$ cat src/rtl/mem_stage_pkg.sv
// Shared types for the MEM stage.
//  mem_state_t : access FSM states (IDLE, WAIT, DONE)
//  INSTR_NOP   : ex_InstrType encoding of a pipeline bubble
package mem_stage_pkg;

  typedef enum logic [1:0] {IDLE, WAIT, DONE} mem_state_t;

  localparam logic [2:0] INSTR_NOP = 3'd0;

endpackage

$ cat src/rtl/mem_timeout_cnt.sv
// Counts the cycles the access FSM spends waiting for mem_ack.
//  clk       in  rising-edge clock
//  rst_n     in  asynchronous, active-low reset
//  clr_i     in  force count to 0 (has priority over en_i)
//  en_i      in  increment count
//  expired_o out high during the TIMEOUT-th enabled cycle since clear
module mem_timeout_cnt #(
  parameter int unsigned TIMEOUT = 15
) (
  input  logic clk,
  input  logic rst_n,
  input  logic clr_i,
  input  logic en_i,
  output logic expired_o
);

  localparam int unsigned CW = $clog2(TIMEOUT + 1);

  logic [CW-1:0] cnt_q, cnt_d;

  always_comb begin
    cnt_d = cnt_q;
    if (clr_i) begin
      cnt_d = '0;
    end else if (en_i) begin
      cnt_d = cnt_q + 1'b1;
    end
  end

  always_ff @(posedge clk or negedge rst_n) begin
    if (!rst_n) begin
      cnt_q <= '0;
    end else begin
      cnt_q <= cnt_d;
    end
  end

  // Count starts at 0 on the first waiting cycle, so the TIMEOUT-th
  // waiting cycle is the one where the count equals TIMEOUT-1.
  assign expired_o = (cnt_q == CW'(TIMEOUT - 1));

endmodule

$ cat src/rtl/mem_stage_unit.sv
// MEM pipeline stage: reads the EX/MEM register, performs one handshaked
// data-memory access per load/store (with timeout) and presents registered
// writeback fields for MEM/WB.
//  clk, reset       clock, asynchronous active-low reset
//  ex_*             EX/MEM register fields
//  mem_req/we/addr/wdata  memory request side, held until mem_ack
//  mem_ack/rdata    memory completion pulse and read data
//  stall            holds EX/MEM while an access is in flight (combinational)
//  wb_valid/data/rd writeback fields for MEM/WB
//  mem_err          one-cycle pulse when an access is aborted by timeout
module mem_stage_unit
  import mem_stage_pkg::*;
#(
  parameter int unsigned DATA_W  = 32,
  parameter int unsigned REG_W   = 5,
  parameter int unsigned TIMEOUT = 15
) (
  input  logic              clk,
  input  logic              reset,
  input  logic [REG_W-1:0]  ex_rd,
  input  logic [REG_W-1:0]  ex_rt,
  input  logic [DATA_W-1:0] ex_A,
  input  logic [DATA_W-1:0] ex_B,
  input  logic [DATA_W-1:0] ex_ALUresult,
  input  logic              ex_MemtoReg,
  input  logic              ex_MemWrite,
  input  logic              ex_MemAddrSrc,
  input  logic [2:0]        ex_InstrType,
  output logic              mem_req,
  output logic              mem_we,
  output logic [DATA_W-1:0] mem_addr,
  output logic [DATA_W-1:0] mem_wdata,
  input  logic              mem_ack,
  input  logic [DATA_W-1:0] mem_rdata,
  output logic              stall,
  output logic              wb_valid,
  output logic [DATA_W-1:0] wb_data,
  output logic [REG_W-1:0]  wb_rd,
  output logic              mem_err
);

  mem_state_t        state_q, state_d;
  logic              req_q, req_d;
  logic              we_q, we_d;
  logic [DATA_W-1:0] addr_q, addr_d;
  logic [DATA_W-1:0] wdata_q, wdata_d;
  logic              wbv_q, wbv_d;
  logic [DATA_W-1:0] wbd_q, wbd_d;
  logic [REG_W-1:0]  wbrd_q, wbrd_d;
  logic              err_q, err_d;
  logic [REG_W-1:0]  rd_lat_q, rd_lat_d;
  logic              ld_lat_q, ld_lat_d;

  logic              valid_instr, access;
  logic [DATA_W-1:0] addr_sel;
  logic              cnt_clr, cnt_en, expired;

  // rt is carried in the EX/MEM register but plays no part in this stage.
  logic unused_rt;
  assign unused_rt = ^ex_rt;

  assign valid_instr = (ex_InstrType != INSTR_NOP);
  assign access      = (ex_MemtoReg | ex_MemWrite) & valid_instr;
  assign addr_sel    = ex_MemAddrSrc ? ex_A : ex_ALUresult;

  mem_timeout_cnt #(.TIMEOUT(TIMEOUT)) u_tmo (
    .clk       (clk),
    .rst_n     (reset),
    .clr_i     (cnt_clr),
    .en_i      (cnt_en),
    .expired_o (expired)
  );

  always_comb begin
    state_d  = state_q;
    req_d    = req_q;
    we_d     = we_q;
    addr_d   = addr_q;
    wdata_d  = wdata_q;
    wbv_d    = wbv_q;
    wbd_d    = wbd_q;
    wbrd_d   = wbrd_q;
    err_d    = err_q;
    rd_lat_d = rd_lat_q;
    ld_lat_d = ld_lat_q;
    stall    = 1'b0;
    cnt_clr  = 1'b0;
    cnt_en   = 1'b0;
    unique case (state_q)
      IDLE: begin
        cnt_clr = 1'b1;
        err_d   = 1'b0;
        if (access) begin
          stall    = 1'b1;
          addr_d   = addr_sel;
          wdata_d  = ex_B;
          we_d     = ex_MemWrite;
          rd_lat_d = ex_rd;
          ld_lat_d = ex_MemtoReg;
          req_d    = 1'b1;
          wbv_d    = 1'b0;
          state_d  = WAIT;
        end else begin
          wbv_d  = valid_instr;
          wbd_d  = ex_ALUresult;
          wbrd_d = ex_rd;
        end
      end
      WAIT: begin
        stall  = 1'b1;
        cnt_en = 1'b1;
        // Ack takes priority over a simultaneous timeout.
        if (mem_ack) begin
          req_d   = 1'b0;
          wbv_d   = ld_lat_q;
          if (ld_lat_q) begin
            wbd_d  = mem_rdata;
            wbrd_d = rd_lat_q;
          end
          state_d = DONE;
        end else if (expired) begin
          req_d   = 1'b0;
          err_d   = 1'b1;
          wbv_d   = 1'b0;
          state_d = DONE;
        end
      end
      DONE: begin
        cnt_clr = 1'b1;
        wbv_d   = 1'b0;
        err_d   = 1'b0;
        state_d = IDLE;
      end
      default: state_d = IDLE;
    endcase
  end

  always_ff @(posedge clk or negedge reset) begin
    if (!reset) begin
      state_q  <= IDLE;
      req_q    <= 1'b0;
      we_q     <= 1'b0;
      addr_q   <= '0;
      wdata_q  <= '0;
      wbv_q    <= 1'b0;
      wbd_q    <= '0;
      wbrd_q   <= '0;
      err_q    <= 1'b0;
      rd_lat_q <= '0;
      ld_lat_q <= 1'b0;
    end else begin
      state_q  <= state_d;
      req_q    <= req_d;
      we_q     <= we_d;
      addr_q   <= addr_d;
      wdata_q  <= wdata_d;
      wbv_q    <= wbv_d;
      wbd_q    <= wbd_d;
      wbrd_q   <= wbrd_d;
      err_q    <= err_d;
      rd_lat_q <= rd_lat_d;
      ld_lat_q <= ld_lat_d;
    end
  end

  assign mem_req   = req_q;
  assign mem_we    = we_q;
  assign mem_addr  = addr_q;
  assign mem_wdata = wdata_q;
  assign wb_valid  = wbv_q;
  assign wb_data   = wbd_q;
  assign wb_rd     = wbrd_q;
  assign mem_err   = err_q;

endmodule
$ cat config.mk
export PLATFORM = sky130hd
export DESIGN_NAME = mem_stage_unit
export DESIGN_NICKNAME = d
export VERILOG_FILES = /design/src/rtl/mem_stage_pkg.sv /design/src/rtl/mem_timeout_cnt.sv /design/src/rtl/mem_stage_unit.sv
export SDC_FILE = /design/constraint.sdc
export NUM_CORES = 1
export LEC_CHECK = 0
export BUFFER_PORTS_ARGS = -buffer_cell sky130_fd_sc_hd__buf_2
export CAP_MARGIN = 20
export CORE_MARGIN = 2
export CORE_UTILIZATION = 45
export DETAILED_ROUTE_END_ITERATION = 7
export HOLD_SLACK_MARGIN = 0.15
export PLACE_DENSITY = 0.81
export SETUP_SLACK_MARGIN = 0.2
export SLEW_MARGIN = 10
export SYNTH_ARGS = -nofsm -noshare
export SYNTH_HDL_FRONTEND = slang
export SYNTH_HIERARCHICAL = 1
export SYNTH_SLANG_ARGS = --single-unit
$ cat constraint.sdc
create_clock -name clk -period 5.1 [get_ports clk]
set_input_delay 0.765 -clock clk [delete_from_list [all_inputs] [get_ports clk]]
set_output_delay 0.765 -clock clk [all_outputs]
set_load 0.05 [all_outputs]
==> impl_metrics.csv <==
group,metric,value,unit
status,status,"finished clean",
synthesis,syn_avg_cell_area,13.6,sq um
sta,worst_slack,1.82,ns
worst_setup_path,path_cells,"inv_1, ha_2, buf_4, nand2_1, nand2b_1, buf_2",
global_routing,grt_first_pass_wirelength,21000,um
cts,cts.reportedPaths.clkPinSlew,0.05,ns
synthesis,yosysSeqAreaShare,52.8,%
synthesis,synth-compound-area-share,8.92,%
placement,pre_cts_ws,2.15,ns
cts,cts_buffer_depth,2,
sta,setup_violations,0,
sta,fmaxAchievable,305,MHz
cts,cts-resized-gates,0,
route,first_iter_violations,173,
global_routing,first_global_vias,4267,
placement,place_inst,775,
synthesis,synthAdderAreaFrac,1.36,%
synthesis,synth.cell_area,5540,sq um
worst_setup_path,crit_path_max_incr_delay,0.61,ns
route,wl_per_cell,16.8,um
placement,place_congestion,0.745,
floorplanning,fp.dieW,115,um
route,ant_nets,0,
cells_and_area,synthToLayoutAreaGrowth,34.2,%
cells_and_area,fin_cells,807,
cts,numCtsBuffers,17,
cts,cts_root_buffer,"clkbuf_16",
synthesis,synth_ff_type,"dfrtp_1",
sta,hold-worst-slack,0.476,ns
flow_run,drv_cap,0,
min_path,hold_path.class,"input port to async pin",
worst_setup_path,worst-setup-path-type,"register to output port",
synthesis,synth.distinct_cells,34,
sta,grt_setup_unrepaired,"false",
sta,relSlewSlack,29.3,%
floorplanning,core-area,12000,sq um
synthesis,yosysWarnings,6,
synthesis,synthTopCellsByArea,"dfrtp_1, mux2_2, mux2_4",
route,routed_wl,13500,um
sta,setup_tns,0,ns
cts,ctsHtreeMaxLevel,4,
cells_and_area,layout_commonest_cell,"buf_2",
cells_and_area,multi_input_area,2430,sq um
synthesis,yosysTopAreaCellShare,52.8,%
synthesis,ys_ff_latch,117,
global_routing,antenna_found_initial,0,
placement,place.detailed.hpwl,9790,um
floorplanning,row_count,40,
sta,finalMaxSlewViolations,0,
sta,tightest_slew,1.06,ns
synthesis,synth_xor_area_share,0.158,%
cells_and_area,layout-drive-gt1-share,61.2,%
cts,cts_sinks,117,
cts,cts_tree,"done",
worst_setup_path,cp_max_fo,39,
floorplanning,fp.dieArea,13200,sq um
synthesis,synthMuxAreaShare,31.4,%
floorplanning,die_y,115,um
route,num_vias,4196,
worst_setup_path,cp_top_family,"buffers and inverters",
route,vias_per_cell,5.20,
cts,clkLatencyLatePin,0.39,ns
synthesis,syn_inst,406,
global_routing,grt_use_total,20.4,%
synthesis,syn_nets,559,
worst_setup_path,worst-path-buf-inv,3,
worst_setup_path,end_kind,"output port",
sta,fin_crit_sh,64.3,%
worst_setup_path,crit_path_top_delay_cell,"ha_2",
worst_setup_path,cp.required,4.34,ns
cells_and_area,mostFrequentLayoutCells,"buf_2, dfrtp_1, mux2_2, a21oi_1, mux2i_1",
worst_setup_path,cp-start-kind,"register",
synthesis,async_flop_share,100,%
synthesis,synth_area_leader_cell,"dfrtp_1",
synthesis,synth_edf_count,0,
route,post-route-drc-count,0,
worst_setup_path,cp_data_arrival_time,2.51,ns
cells_and_area,fin_nets,800,
floorplanning,start_util,46.1,%
placement,io_buffers,247,
cts,holdBufCountCts,0,
route,detail_route.first_pass.iterations,4,
synthesis,synth_top_family_by_area,"multiplexers",
global_routing,grt_overflow,0,
global_routing,grt_max_degree,69,
sta,hold_viol,0,
sta,fin_crit,3.28,ns
cells_and_area,ff_latch_area,2930,sq um
synthesis,yosys.area_share.simple,1.87,%
floorplanning,io_pins,253,
cts,cts_setup_buffers,0,
cells_and_area,nFillCells,947,
sta,finalClockSkew,0.0111,ns
flip-flops by register name, indices dropped and copies added (netlist names):
signal       flops
ld_lat_q         1
mem_err          1
u_tmo/cnt_q      4
wb_rd            5
mem_we           1
mem_addr        32
wb_data         32
rd_lat_q         5
mem_wdata       32
wb_valid         1
mem_req          1
state_q          2
per-stage QoR:
stage          utilization [%]  area, sq um
4_1_cts                   61.9         7430
3_3_place_gp              57.0         6840
6_report                  61.9         7440
2_1_floorplan                -         5540
3_5_place_dp              57.0         6840
5_1_grt                   61.9         7430
synthesized netlist by cell type (2+ instances only):
library cell  instances
inv_1                 5
a21oi_1              39
buf_12                3
clkbuf_1             23
nand4_1               2
nor2_1                3
dfrtp_1             117
buf_2                 4
mux2_2               84
ha_1                  6
mux2i_1              33
nand2b_1              4
a31oi_1              32
mux2_4               31
layout make-up:
type / instances / area share (%)
Antenna cell: 1 / 0.0337
Clock buffer: 21 / 6.19
Clock inverter: 10 / 1.75
Inverter: 5 / 0.252
Multi-Input combinational cell: 253 / 32.7
Sequential cell: 117 / 39.4
Tap cell: 147 / 2.47
Timing Repair Buffer: 253 / 17.3
final timing paths:
path                       cells after the start  slack, ns         start           end
min in group clk                               1       0.50  mem_wdata[7]  mem_wdata[7]
hold reg to reg                                1       0.50  mem_wdata[7]  mem_wdata[7]
setup / recovery                               6       1.82    state_q[1]         stall
hold / removal                                 1       0.48         reset    wb_data[1]
max in group asynchronous                      2       3.45         reset   mem_addr[6]
setup reg to reg                               6       2.51    state_q[1]   wb_data[31]
per-layer routing:
metal,global-route usage (%),part of all wire [%]
met3,5.27,6.1
met4,8.11,1.9
met2,34.9,51
met1,24.8,41
met5,0,0
logic make-up (layout without fill, tap and decap cells):
logic type	Yosys count	count (layout)
other	0	1
buffers and inverters	36	289
DFF	117	117
and+or+nand+nor	18	18
muxes	148	148
AOI/OAI and AO/OA	80	80
adders and majority gates	6	6
xor gates and xnor gates	1	1
Power is left out: the tool's default activity adds up to more than one toggle a clock period on the data nets, which glitch-free logic cannot reach.
